$ cat src/rtl/keyboard_event_queue_pkg.sv
// Shared definitions for the keyboard event queue: scan-code constants,
// key_status bit layout, prefix FSM encoding and the READKEY opcode.
package keyboard_event_queue_pkg;

    localparam logic [7:0] SC_EXT  = 8'hE0;
    localparam logic [7:0] SC_BRK  = 8'hF0;
    localparam logic [7:0] SC_BAT  = 8'hAA;
    localparam logic [7:0] SC_OVR0 = 8'h00;
    localparam logic [7:0] SC_OVR1 = 8'hFF;

    localparam int ST_VALID   = 0;
    localparam int ST_BRK     = 1;
    localparam int ST_EXT     = 2;
    localparam int ST_OVR     = 3;
    localparam int ST_OCC_LSB = 4;

    localparam logic [5:0] OP_READKEY = 6'b001001;

    typedef enum logic [1:0] {
        S_IDLE    = 2'd0,
        S_EXT     = 2'd1,
        S_BRK     = 2'd2,
        S_EXT_BRK = 2'd3
    } kbd_state_e;

    typedef struct packed {
        logic       ext;
        logic       brk;
        logic [7:0] code;
    } kbd_event_t;

    typedef struct packed {
        kbd_state_e state;
        logic       fifo_full;
        logic       fifo_empty;
        logic [3:0] fifo_count;
    } kbd_dbg_t;

    function automatic logic is_prefix(input logic [7:0] b);
        return (b == SC_EXT) || (b == SC_BRK);
    endfunction

    function automatic logic is_overrun(input logic [7:0] b);
        return (b == SC_OVR0) || (b == SC_OVR1);
    endfunction

endpackage

$ cat src/rtl/keyboard_event_queue_fifo.sv
// Event FIFO of {ext, brk, code} entries. Also exposes the head/count as they
// will be after this edge so the top can register its outputs without lag.
module kbd_event_fifo
    import keyboard_event_queue_pkg::*;
#(
    parameter int DEPTH_LOG2 = 3
) (
    input  logic                  i_clk,
    input  logic                  i_rst_n,
    input  logic                  i_push,
    input  kbd_event_t            i_push_data,
    input  logic                  i_pop,
    output logic                  o_full,
    output logic                  o_empty,
    output logic [DEPTH_LOG2:0]   o_count,
    output logic [DEPTH_LOG2:0]   o_count_nxt,
    output kbd_event_t            o_head_nxt,
    output logic                  o_dropped
);

    localparam int DEPTH = 1 << DEPTH_LOG2;
    localparam logic [DEPTH_LOG2:0] CNT_FULL = DEPTH_LOG2'(0) | (DEPTH_LOG2+1)'(DEPTH);

    kbd_event_t              r_mem [DEPTH];
    logic [DEPTH_LOG2-1:0]   r_wr_ptr;
    logic [DEPTH_LOG2-1:0]   r_rd_ptr;
    logic [DEPTH_LOG2:0]     r_count;

    logic                    w_pop_ok;
    logic                    w_push_ok;
    logic [DEPTH_LOG2-1:0]   w_rd_ptr_nxt;
    logic [DEPTH_LOG2:0]     w_count_after_pop;

    assign o_full    = (r_count == CNT_FULL);
    assign o_empty   = (r_count == '0);
    assign o_count   = r_count;

    // A pop on a full FIFO frees the slot the same-cycle push lands in.
    assign w_pop_ok  = i_pop & ~o_empty;
    assign w_push_ok = i_push & (~o_full | w_pop_ok);
    assign o_dropped = i_push & ~w_push_ok;

    assign w_rd_ptr_nxt      = r_rd_ptr + DEPTH_LOG2'(w_pop_ok);
    assign w_count_after_pop = r_count - (DEPTH_LOG2+1)'(w_pop_ok);
    assign o_count_nxt       = w_count_after_pop + (DEPTH_LOG2+1)'(w_push_ok);
    assign o_head_nxt        = (w_count_after_pop == '0) ? i_push_data : r_mem[w_rd_ptr_nxt];

    always_ff @(posedge i_clk) begin
        if (w_push_ok) begin
            r_mem[r_wr_ptr] <= i_push_data;
        end
    end

    always_ff @(posedge i_clk or negedge i_rst_n) begin
        if (!i_rst_n) begin
            r_wr_ptr <= '0;
            r_rd_ptr <= '0;
            r_count  <= '0;
        end else begin
            if (w_push_ok) begin
                r_wr_ptr <= r_wr_ptr + 1'b1;
            end
            r_rd_ptr <= w_rd_ptr_nxt;
            r_count  <= o_count_nxt;
        end
    end

endmodule

$ cat src/rtl/keyboard_event_queue.sv
// Set-2 scan-code decoder (E0/F0 prefixes) feeding an event FIFO whose head
// is presented, registered, to the READKEY reader.
module keyboard_event_queue
    import keyboard_event_queue_pkg::*;
#(
    parameter int DEPTH_LOG2 = 3
) (
    input  logic       i_clk,
    input  logic       i_rst_n,
    input  logic       i_rx_valid,
    input  logic [7:0] i_rx_data,
    input  logic       i_rx_error,
    input  logic       i_pop,
    input  logic       i_overflow_clr,
    output logic [7:0] o_keycode,
    output logic [7:0] o_key_status,
    output kbd_dbg_t   o_dbg
);

    kbd_state_e            r_state;
    kbd_state_e            w_state_nxt;
    logic                  r_overflow;
    logic [7:0]            r_keycode;
    logic [7:0]            r_key_status;

    logic                  w_byte;
    logic                  w_push;
    kbd_event_t            w_push_data;
    logic                  w_ovr_byte;
    logic                  w_ovr_nxt;
    logic                  w_fifo_full;
    logic                  w_fifo_empty;
    logic                  w_dropped;
    logic [DEPTH_LOG2:0]   w_count;
    logic [DEPTH_LOG2:0]   w_count_nxt;
    kbd_event_t            w_head_nxt;

    // An errored cycle drops its byte entirely.
    assign w_byte = i_rx_valid & ~i_rx_error;

    always_ff @(posedge i_clk or negedge i_rst_n) begin
        if (!i_rst_n) begin
            r_state <= S_IDLE;
        end else begin
            r_state <= w_state_nxt;
        end
    end

    always_comb begin
        w_state_nxt = r_state;
        if (i_rx_error) begin
            w_state_nxt = S_IDLE;
        end else if (i_rx_valid) begin
            if (is_overrun(i_rx_data) || (i_rx_data == SC_BAT)) begin
                w_state_nxt = S_IDLE;
            end else begin
                case (r_state)
                    S_IDLE: begin
                        if (i_rx_data == SC_EXT)      w_state_nxt = S_EXT;
                        else if (i_rx_data == SC_BRK) w_state_nxt = S_BRK;
                        else                          w_state_nxt = S_IDLE;
                    end
                    S_EXT: begin
                        if (i_rx_data == SC_BRK)      w_state_nxt = S_EXT_BRK;
                        else if (i_rx_data == SC_EXT) w_state_nxt = S_EXT;
                        else                          w_state_nxt = S_IDLE;
                    end
                    default: w_state_nxt = S_IDLE;
                endcase
            end
        end
    end

    always_comb begin
        w_push      = 1'b0;
        w_push_data = '0;
        w_ovr_byte  = 1'b0;
        if (w_byte) begin
            if (is_overrun(i_rx_data)) begin
                w_ovr_byte = 1'b1;
            end else if ((i_rx_data != SC_BAT) && !is_prefix(i_rx_data)) begin
                w_push           = 1'b1;
                w_push_data.code = i_rx_data;
                w_push_data.ext  = (r_state == S_EXT) || (r_state == S_EXT_BRK);
                w_push_data.brk  = (r_state == S_BRK) || (r_state == S_EXT_BRK);
            end
        end
    end

    kbd_event_fifo #(
        .DEPTH_LOG2 (DEPTH_LOG2)
    ) u_fifo (
        .i_clk       (i_clk),
        .i_rst_n     (i_rst_n),
        .i_push      (w_push),
        .i_push_data (w_push_data),
        .i_pop       (i_pop),
        .o_full      (w_fifo_full),
        .o_empty     (w_fifo_empty),
        .o_count     (w_count),
        .o_count_nxt (w_count_nxt),
        .o_head_nxt  (w_head_nxt),
        .o_dropped   (w_dropped)
    );

    // A set in the same cycle as a clear keeps the flag high.
    assign w_ovr_nxt = (w_ovr_byte | w_dropped) ? 1'b1 :
                       i_overflow_clr           ? 1'b0 : r_overflow;

    always_ff @(posedge i_clk or negedge i_rst_n) begin
        if (!i_rst_n) begin
            r_overflow   <= 1'b0;
            r_keycode    <= '0;
            r_key_status <= '0;
        end else begin
            r_overflow <= w_ovr_nxt;
            r_keycode  <= (w_count_nxt != '0) ? w_head_nxt.code : 8'h00;
            r_key_status[ST_VALID]          <= (w_count_nxt != '0);
            r_key_status[ST_BRK]            <= (w_count_nxt != '0) & w_head_nxt.brk;
            r_key_status[ST_EXT]            <= (w_count_nxt != '0) & w_head_nxt.ext;
            r_key_status[ST_OVR]            <= w_ovr_nxt;
            r_key_status[7:ST_OCC_LSB]      <= 4'(w_count_nxt);
        end
    end

    assign o_keycode        = r_keycode;
    assign o_key_status     = r_key_status;
    assign o_dbg.state      = r_state;
    assign o_dbg.fifo_full  = w_fifo_full;
    assign o_dbg.fifo_empty = w_fifo_empty;
    assign o_dbg.fifo_count = 4'(w_count);

endmodule

$ cat config.mk
export PLATFORM = sky130hd
export DESIGN_NAME = keyboard_event_queue
export DESIGN_NICKNAME = d
export VERILOG_FILES = /design/src/rtl/keyboard_event_queue_pkg.sv /design/src/rtl/keyboard_event_queue_fifo.sv /design/src/rtl/keyboard_event_queue.sv
export SDC_FILE = /design/constraint.sdc
export NUM_CORES = 1
export LEC_CHECK = 0
export CAP_MARGIN = 20
export CORE_ASPECT_RATIO = 1.5
export CORE_MARGIN = 2
export CORE_UTILIZATION = 62
export CTS_CLUSTER_DIAMETER = 50
export DETAILED_ROUTE_END_ITERATION = 8
export PLACE_DENSITY_LB_ADDON = 0.3
export SLEW_MARGIN = 15
export SYNTH_ARGS = -nofsm -noshare
export SYNTH_HDL_FRONTEND = slang
export SYNTH_HIERARCHICAL = 1
export SYNTH_SLANG_ARGS = --single-unit
$ cat constraint.sdc
create_clock -name i_clk -period 8.3 [get_ports i_clk]
set_clock_uncertainty 0.1 [all_clocks]
set_input_delay 1.66 -clock i_clk [delete_from_list [all_inputs] [get_ports i_clk]]
set_output_delay 1.66 -clock i_clk [all_outputs]
set_load 0.01 [all_outputs]
Word level (Yosys, flattened, before mapping)
Memory sizes are Yosys's and may differ from the RTL's.
Index checks and enable logic that the tools add are counted.
W data, S select, Z words.
{"block": "word_totals", "ff_bits": 29, "ram_bits": 80, "out_inout_bits": 24, "mem_count": 1}
{"name": "u_fifo.r_mem", "depth": 8, "width": 10, "read_ports": 1, "rd_ports_with_merged_regs": 0, "wr": 1, "line": "keyboard_event_queue_fifo.sv:24", "source": "kbd_event_t r_mem [DEPTH];"}
{"block": "op_classes", "n_addsub": 4, "n_eq_ne": 9, "n_mux": 22, "bitwise_logic": 12, "n_reduce_logical": 13}
{"cell": "$mux W10", "count": 4}
{"cell": "$eq A8 B8 Y1 const B", "count": 4}
{"cell": "$mux W2", "count": 6}
{"cell": "$mux W1", "count": 10}
{"cell": "$logic_not A4 Y1", "count": 2}
{"cell": "$logic_not A8 Y1", "count": 1}
{"cell": "$mux W8", "count": 1}
{"cell": "$ne A8 B8 Y1 const B", "count": 1}
{"cell": "$and A1 B1 Y1", "count": 6}
{"cell": "$logic_or A1 B1 Y1", "count": 5}
{"cell": "$add A4 B1 Y4", "count": 1}
{"cell": "$eq A2 B2 Y1 const B", "count": 2}
{"cell": "$eq A4 B4 Y1 const B", "count": 1}
{"cell": "$not A1 Y1", "count": 4}
{"cell": "$pmux W2 S2", "count": 1}
{"cell": "$reduce_bool A4 Y1", "count": 1}
{"cell": "$sub A4 B1 Y4", "count": 1}
{"cell": "$add A3 B1 Y3", "count": 1}
{"cell": "$add A3 B1 Y3 const B", "count": 1}
{"cell": "$eq A2 B1 Y1 const B", "count": 1}
{"cell": "$logic_not A2 Y1", "count": 1}
{"cell": "$or A1 B1 Y1", "count": 2}
{"cell": "$reduce_bool A2 Y1", "count": 1}
{"cell": "$logic_and A1 B1 Y1", "count": 1}
{"cell": "$logic_not A1 Y1", "count": 1}

Logic depth before layout (Yosys ltp)
{"block": "logic_depth", "word_depth": 12, "depth_mapped": 12}

Modules after synthesis
Netlist, hierarchy kept.
{"module": "kbd_event_fifo", "n_inst": 1, "cells_per_inst": 201, "area_each_um2": 3681.0, "seq_area_each_um2": 2652.5}
{"module": "keyboard_event_queue", "n_inst": 1, "cells_per_inst": 74, "area_each_um2": 789.5, "seq_area_each_um2": 450.4}

Least setup slack after synthesis
Ideal clock, no wire load.
{"block": "synth_path", "kind": "input-to-reg", "from": "input i_rx_data[0]", "to": "register r_key_status[1] (netlist: o_key_status[1])", "setup_time_ps": 132, "arrival_ps": 4139, "setup_slack_ps": 3929, "path_stages": 11, "path_buffers": 2, "path_cell_list": "or4_1 > a21oi_1 > clkbuf_1 > nor3_1 > o21ai_4 > inv_2 > ha_1 > ha_1 > nor4_1 > clkbuf_1 > nor2b_1"}
{"block": "synth_between", "elab_chain_cells": 11, "word_cells_on_any_way": 20, "cone_classes": "1 x add/sub; 4 x eq/ne; 7 x mux; 2 x bitwise; 6 x reduce/logical"}
{"item": "start, declared", "line": "keyboard_event_queue.sv:11", "source": "input logic [7:0] i_rx_data,"}
{"item": "$eq A8 B8 Y1", "line": "keyboard_event_queue_pkg.sv:40", "source": "return (b == SC_EXT) || (b == SC_BRK);"}
{"item": "$logic_or A1 B1 Y1", "line": "keyboard_event_queue_pkg.sv:40"}
{"item": "$logic_not A1 Y1", "line": "keyboard_event_queue.sv:81", "source": "end else if ((i_rx_data != SC_BAT) && !is_prefix(i_rx_data)) begin"}
{"item": "$logic_and A1 B1 Y1", "line": "keyboard_event_queue.sv:81"}
{"item": "$mux W1", "line": "keyboard_event_queue.sv:81"}
{"item": "$mux W1 *", "line": "keyboard_event_queue.sv:79", "source": "if (is_overrun(i_rx_data)) begin"}
{"item": "$mux W1 *", "line": "keyboard_event_queue.sv:78", "source": "if (w_byte) begin"}
{"item": "named net w_push", "line": "keyboard_event_queue.sv:27", "source": "logic w_push;"}
{"item": "$and A1 B1 Y1 *", "line": "keyboard_event_queue_fifo.sv:40", "source": "assign w_push_ok = i_push & (~o_full | w_pop_ok);"}
{"item": "named net u_fifo.w_push_ok", "line": "keyboard_event_queue_fifo.sv:30", "source": "logic w_push_ok;"}
{"item": "$add A4 B1 Y4 *", "line": "keyboard_event_queue_fifo.sv:45", "source": "assign o_count_nxt = w_count_after_pop + (DEPTH_LOG2+1)'(w_push_ok);"}
{"item": "named net w_count_nxt[1]", "line": "keyboard_event_queue.sv:35", "source": "logic [DEPTH_LOG2:0] w_count_nxt;"}
{"item": "$reduce_bool A4 Y1 *", "line": "keyboard_event_queue.sv:119", "source": "r_key_status[ST_BRK] <= (w_count_nxt != '0) & w_head_nxt.brk;"}
{"item": "$and A1 B1 Y1 *", "line": "keyboard_event_queue.sv:119"}
{"item": "end signal, assigned by index", "line": "keyboard_event_queue.sv:119"}
{"item": "end signal, assigned by index", "line": "keyboard_event_queue.sv:120", "source": "r_key_status[ST_EXT] <= (w_count_nxt != '0) & w_head_nxt.ext;"}
{"item": "end signal, assigned by index", "line": "keyboard_event_queue.sv:121", "source": "r_key_status[ST_OVR] <= w_ovr_nxt;"}
{"item": "end, declared", "line": "keyboard_event_queue.sv:24", "source": "logic [7:0] r_key_status;"}
Mark *: on every way through the listed nets, which the timed path passes. The rest lies on a longest branch.
A chain may end at the register's enable or synchronous reset.

Worst setup path in the final report
{"block": "layout_path", "from": "input i_rx_data[4]", "to": "register r_keycode[1] (netlist: o_keycode[1])"}
{"block": "layout_between", "elab_chain_cells": 11, "word_cells_on_any_way": 20, "cone_classes": "1 x add/sub; 4 x eq/ne; 8 x mux; 1 x bitwise; 6 x reduce/logical"}
{"item": "$eq A8 B8 Y1", "line": "keyboard_event_queue_pkg.sv:40"}
{"item": "$logic_or A1 B1 Y1", "line": "keyboard_event_queue_pkg.sv:40"}
{"item": "$logic_not A1 Y1", "line": "keyboard_event_queue.sv:81"}
{"item": "$logic_and A1 B1 Y1", "line": "keyboard_event_queue.sv:81"}
{"item": "$mux W1", "line": "keyboard_event_queue.sv:81"}
{"item": "$mux W1 *", "line": "keyboard_event_queue.sv:79"}
{"item": "$mux W1 *", "line": "keyboard_event_queue.sv:78"}
{"item": "named net w_push", "line": "keyboard_event_queue.sv:27"}
{"item": "$and A1 B1 Y1 *", "line": "keyboard_event_queue_fifo.sv:40"}
{"item": "named net u_fifo.w_push_ok", "line": "keyboard_event_queue_fifo.sv:30"}
{"item": "$add A4 B1 Y4 *", "line": "keyboard_event_queue_fifo.sv:45"}
{"item": "named net w_count_nxt[1]", "line": "keyboard_event_queue.sv:35"}
{"item": "$reduce_bool A4 Y1 *", "line": "keyboard_event_queue.sv:117", "source": "r_keycode <= (w_count_nxt != '0) ? w_head_nxt.code : 8'h00;"}
{"item": "$mux W8 *", "line": "keyboard_event_queue.sv:117"}
{"item": "end signal, assigned", "line": "keyboard_event_queue.sv:117"}
{"item": "end, declared", "line": "keyboard_event_queue.sv:23", "source": "logic [7:0] r_keycode;"}
Marks and branches as above.

==> results by group <==
Finish
  – Share of layout cells above drive strength 1: 19.6%
  – Antenna fix cells: 0
  – Final std cells w/o fill: 400
  – Fillers: 419
  – Synth-to-Final Area Change: 15.1%
  – Final core area utilization: 74.1%
  – Nets@finish: 338

Routing
  – Via density per instance: 6.10
  – Final wirelength: 8360 um
  – DR DRC count: 0
  – Drt wl/cell: 20.9 um
  – Drt pass-1 iters: 4
  – Antenna Nets Post-Route: 0
  – Initial drt markers: 293
  – Via count: 2440

Clocking
  – CTS Root Cell: clkbuf_8
  – CTS tree: done
  – Clk sinks: 108
  – Htree depth: 3
  – Clk pin slew, worst setup/hold paths: 0.09 ns
  – Hold_buf cts: 0
  – CTS resizes: 0
  – Cts bufs inserted: 9
  – Clock tree buffer depth: 2
  – Worst-skew pair later-pin latency: 0.36 ns
  – Post-CTS Setup Inserts: 0

Logic synthesis
  – Top_reg_cell synth: edfxtp_1
  – EDFF count, synth: 80
  – Mapped Area: 4470 um^2
  – Post-synth top area share: 53.7%
  – Syn_area_per_cell: 16.3 um^2
  – Netlist cell types: 32
  – Net Count, Synth: 296
  – Seq/Total Area, Yosys: 69.4%
  – Ranking of synthesized cells by area: edfxtp_1 54%, dfrtp_1 16%, mux4_2 10%
  – Async set-reset flop share out of synthesis: 25.9%
  – Flops & latches, synth: 108
  – Largest area contributor in the synthesized netlist: edfxtp_1
  – Yosys Warn Count: 6
  – Syn Inst Count: 275

Global routing
  – Grt met3 use: 3.08%
  – Met2 usage: 37.8%
  – Initial antenna violation count: 0
  – Met1 usage: 30.7%
  – GRT overflow: 0
  – First-pass GRT wire length: 13100 um
  – GR peak layer: met2
  – Vias in the first global route: 2594
  – Maximum number of pins on one net before global-route repair: 29
  – Total GRT Usage: 23.2%

Timing
  – Tightest Pin Transition: 1.06 ns
  – Max Fclk: 196 MHz
  – Final Slew Violations: 0
  – Final min period: 5.10 ns
  – Endpoints failing hold: 0
  – Fin worst setup slack: 3.20 ns
  – Final period util: 61.5%
  – Max-slew headroom: 28.8%
  – Final setup violating endpoints: 0
  – Setup_tns: 0 ns
  – RSZ-0062 raised after global routing: false

Worst setup path
  – Top fanout value on the critical path: 11
  – CP Capture Type: flip-flop
  – Top cell family by delay on the critical path: simple AND/OR/NAND/NOR gates
  – Startpoint types: primary input
  – Flop2flop setup slack: 4.93 ns
  – Crit path largest cell delay: 0.68 ns
  – Buffer and inverter count on the worst path: 2
  – CP max stage cell: nor4_4
  – R2R Path Start: u_fifo/o_count[3]$_DFF_PN0_
  – CP Cell Sequence: clkdlybuf4s50_1, or4_1, a21oi_1, nor3_1, o21ai_4, inv_2, ha_1, ha_1, nor4_4, nor2b_1
  – Crit. path cell count: 10
  – Most frequent cell on the critical path: ha_1
  – Reg2reg path depth: 9
  – Critical path type: primary input to flip-flop
  – Critical Path RT: 8.40 ns
  – Crit path arrival time: 5.21 ns
  – R2r endpoint: o_keycode[1]$_DFF_PN0_

Power and ir drop
  – Leakage power: 1.84 nW
  – Final Power: 1.77 mW
  – Max VDD drop: 0.000277 V
  – Pwr per Cell Area: 343 nW/um^2

Die
  – Rows: 37
  – Die ar.: 7920 um^2
  – Die W: 73.3 um
  – Chip Height: 108 um
  – IO Pins: 38
  – Core area: 6940 um^2
  – Starting Density: 64.4%

Place
  – Final Wtd Congestion: 0.877
  – Port bufs: 37
  – Setup WS pre-CTS: 2.57 ns
  – Hpwl dp: 5450 um
  – Placed insts: 382

Job
  – Max-cap violations: 0

Min path
  – Worst Hold End: o_key_status[3]$_DFF_PN0_
  – Hold Crit Class: flip-flop to flip-flop
  – Hold Path Stages: 2
  – Hold path startpoint: o_key_status[3]$_DFF_PN0_

Status
  – Status: completed
==> synthesized netlist by cell type, types with 7 or more instances <==
master / instances
mux2_2: 10
xnor2_1: 7
nor3b_1: 7
nand2_1: 36
ha_1: 7
mux4_2: 20
nor2b_1: 11
clkbuf_1: 7
edfxtp_1: 80
nor3_1: 9
inv_1: 11
dfrtp_1: 28
==> report_power, final <==
group	switching, mW	leakage, nW	internal (mW)
clock network	0.155	0.0825	0.115
logic	0.368	0.680	0.397
registers	0.0528	1.07	0.678
total	0.576	1.84	1.19
==> cells by family after synthesis <==
family,share of synthesized area [%]
xor gates and xnor gates,1.37
DFF,69.4
buffers and inverters,2.43
and+or+nand+nor,10.2
AOI/OAI and AO/OA,2.07
adders and majority gates,1.96
muxes,12.6
==> worst max path at each step <==
stage | slack [ns] | startpoint | to
final | 3.20 | i_rx_data[4] | o_keycode[1]$_DFF_PN0_
after global placement | 2.76 | i_rx_data[4] | o_key_status[1]$_DFF_PN0_
after global routing | 2.92 | i_rx_data[4] | o_keycode[1]$_DFF_PN0_
after CTS | 2.93 | i_rx_data[4] | o_keycode[1]$_DFF_PN0_
after detailed placement | 2.57 | i_rx_data[4] | o_key_status[1]$_DFF_PN0_
after floorplan | 3.93 | i_rx_data[0] | o_key_status[1]$_DFF_PN0_
==> metrics by stage <==
stage               instance area [um^2]  hold slack, ns
floorplan                           4470           0.364
global placement                    4950           0.390
detailed placement                  4950           0.420
CTS                                 5110           0.453
global route                        5140           0.500
finish                              5140           0.445
==> layout make-up <==
cell class / count / area, um^2 / area share [%]
timing repair buffer: 44 / 423 / 8.22
inverter: 12 / 45.0 / 0.875
tap: 78 / 97.6 / 1.90
clock inverter: 3 / 12.5 / 0.243
multi-input combinational: 142 / 1320 / 25.6
sequential: 108 / 3100 / 60.3
clock buffer: 13 / 149 / 2.89
==> layout by cell type (no fill, tap or decap), types with 5 or more instances in the layout <==
| master | synthesis | routed |
|---|---|---|
| buf_4 | 3 | 6 |
| nor3_1 | 9 | 5 |
| nor3b_1 | 7 | 7 |
| edfxtp_1 | 80 | 80 |
| o21ai_0 | 5 | 5 |
| mux4_2 | 20 | 20 |
| nor2b_1 | 11 | 11 |
| dfrtp_1 | 28 | 28 |
| mux2_2 | 10 | 10 |
| nand2_1 | 36 | 36 |
| ha_1 | 7 | 7 |
| inv_1 | 11 | 11 |
| clkdlybuf4s50_1 | 0 | 37 |
| clkbuf_8 | 0 | 10 |
| xnor2_1 | 7 | 7 |
==> state kept, by name, indices dropped and copies added, names as in the netlist <==
signal and count:
o_keycode 8, u_fifo/r_wr_ptr 3, u_fifo/r_rd_ptr 3, u_fifo/r_mem 80, o_key_status 8, u_fifo/o_count 4, r_state 2
==> worst register-to-register path: stages (launching register included) <==
cell and delay (ns):
dfrtp_1 0.43, nor4_1 0.42, nor2b_1 0.17, ha_1 0.22
ha_1 0.92, mux4_2 0.42, nand2_1 0.08, nand2_1 0.06
mux2_2 0.27, nor2b_1 0.14
==> per-layer routing <==
layer,up-vias,wire length [um]
li1,1114,-
met1,1212,3400
met2,99,4350
met3,15,435
met4,0,165
met5,-,0
No activity file was read; power rests on OpenSTA's default activity.
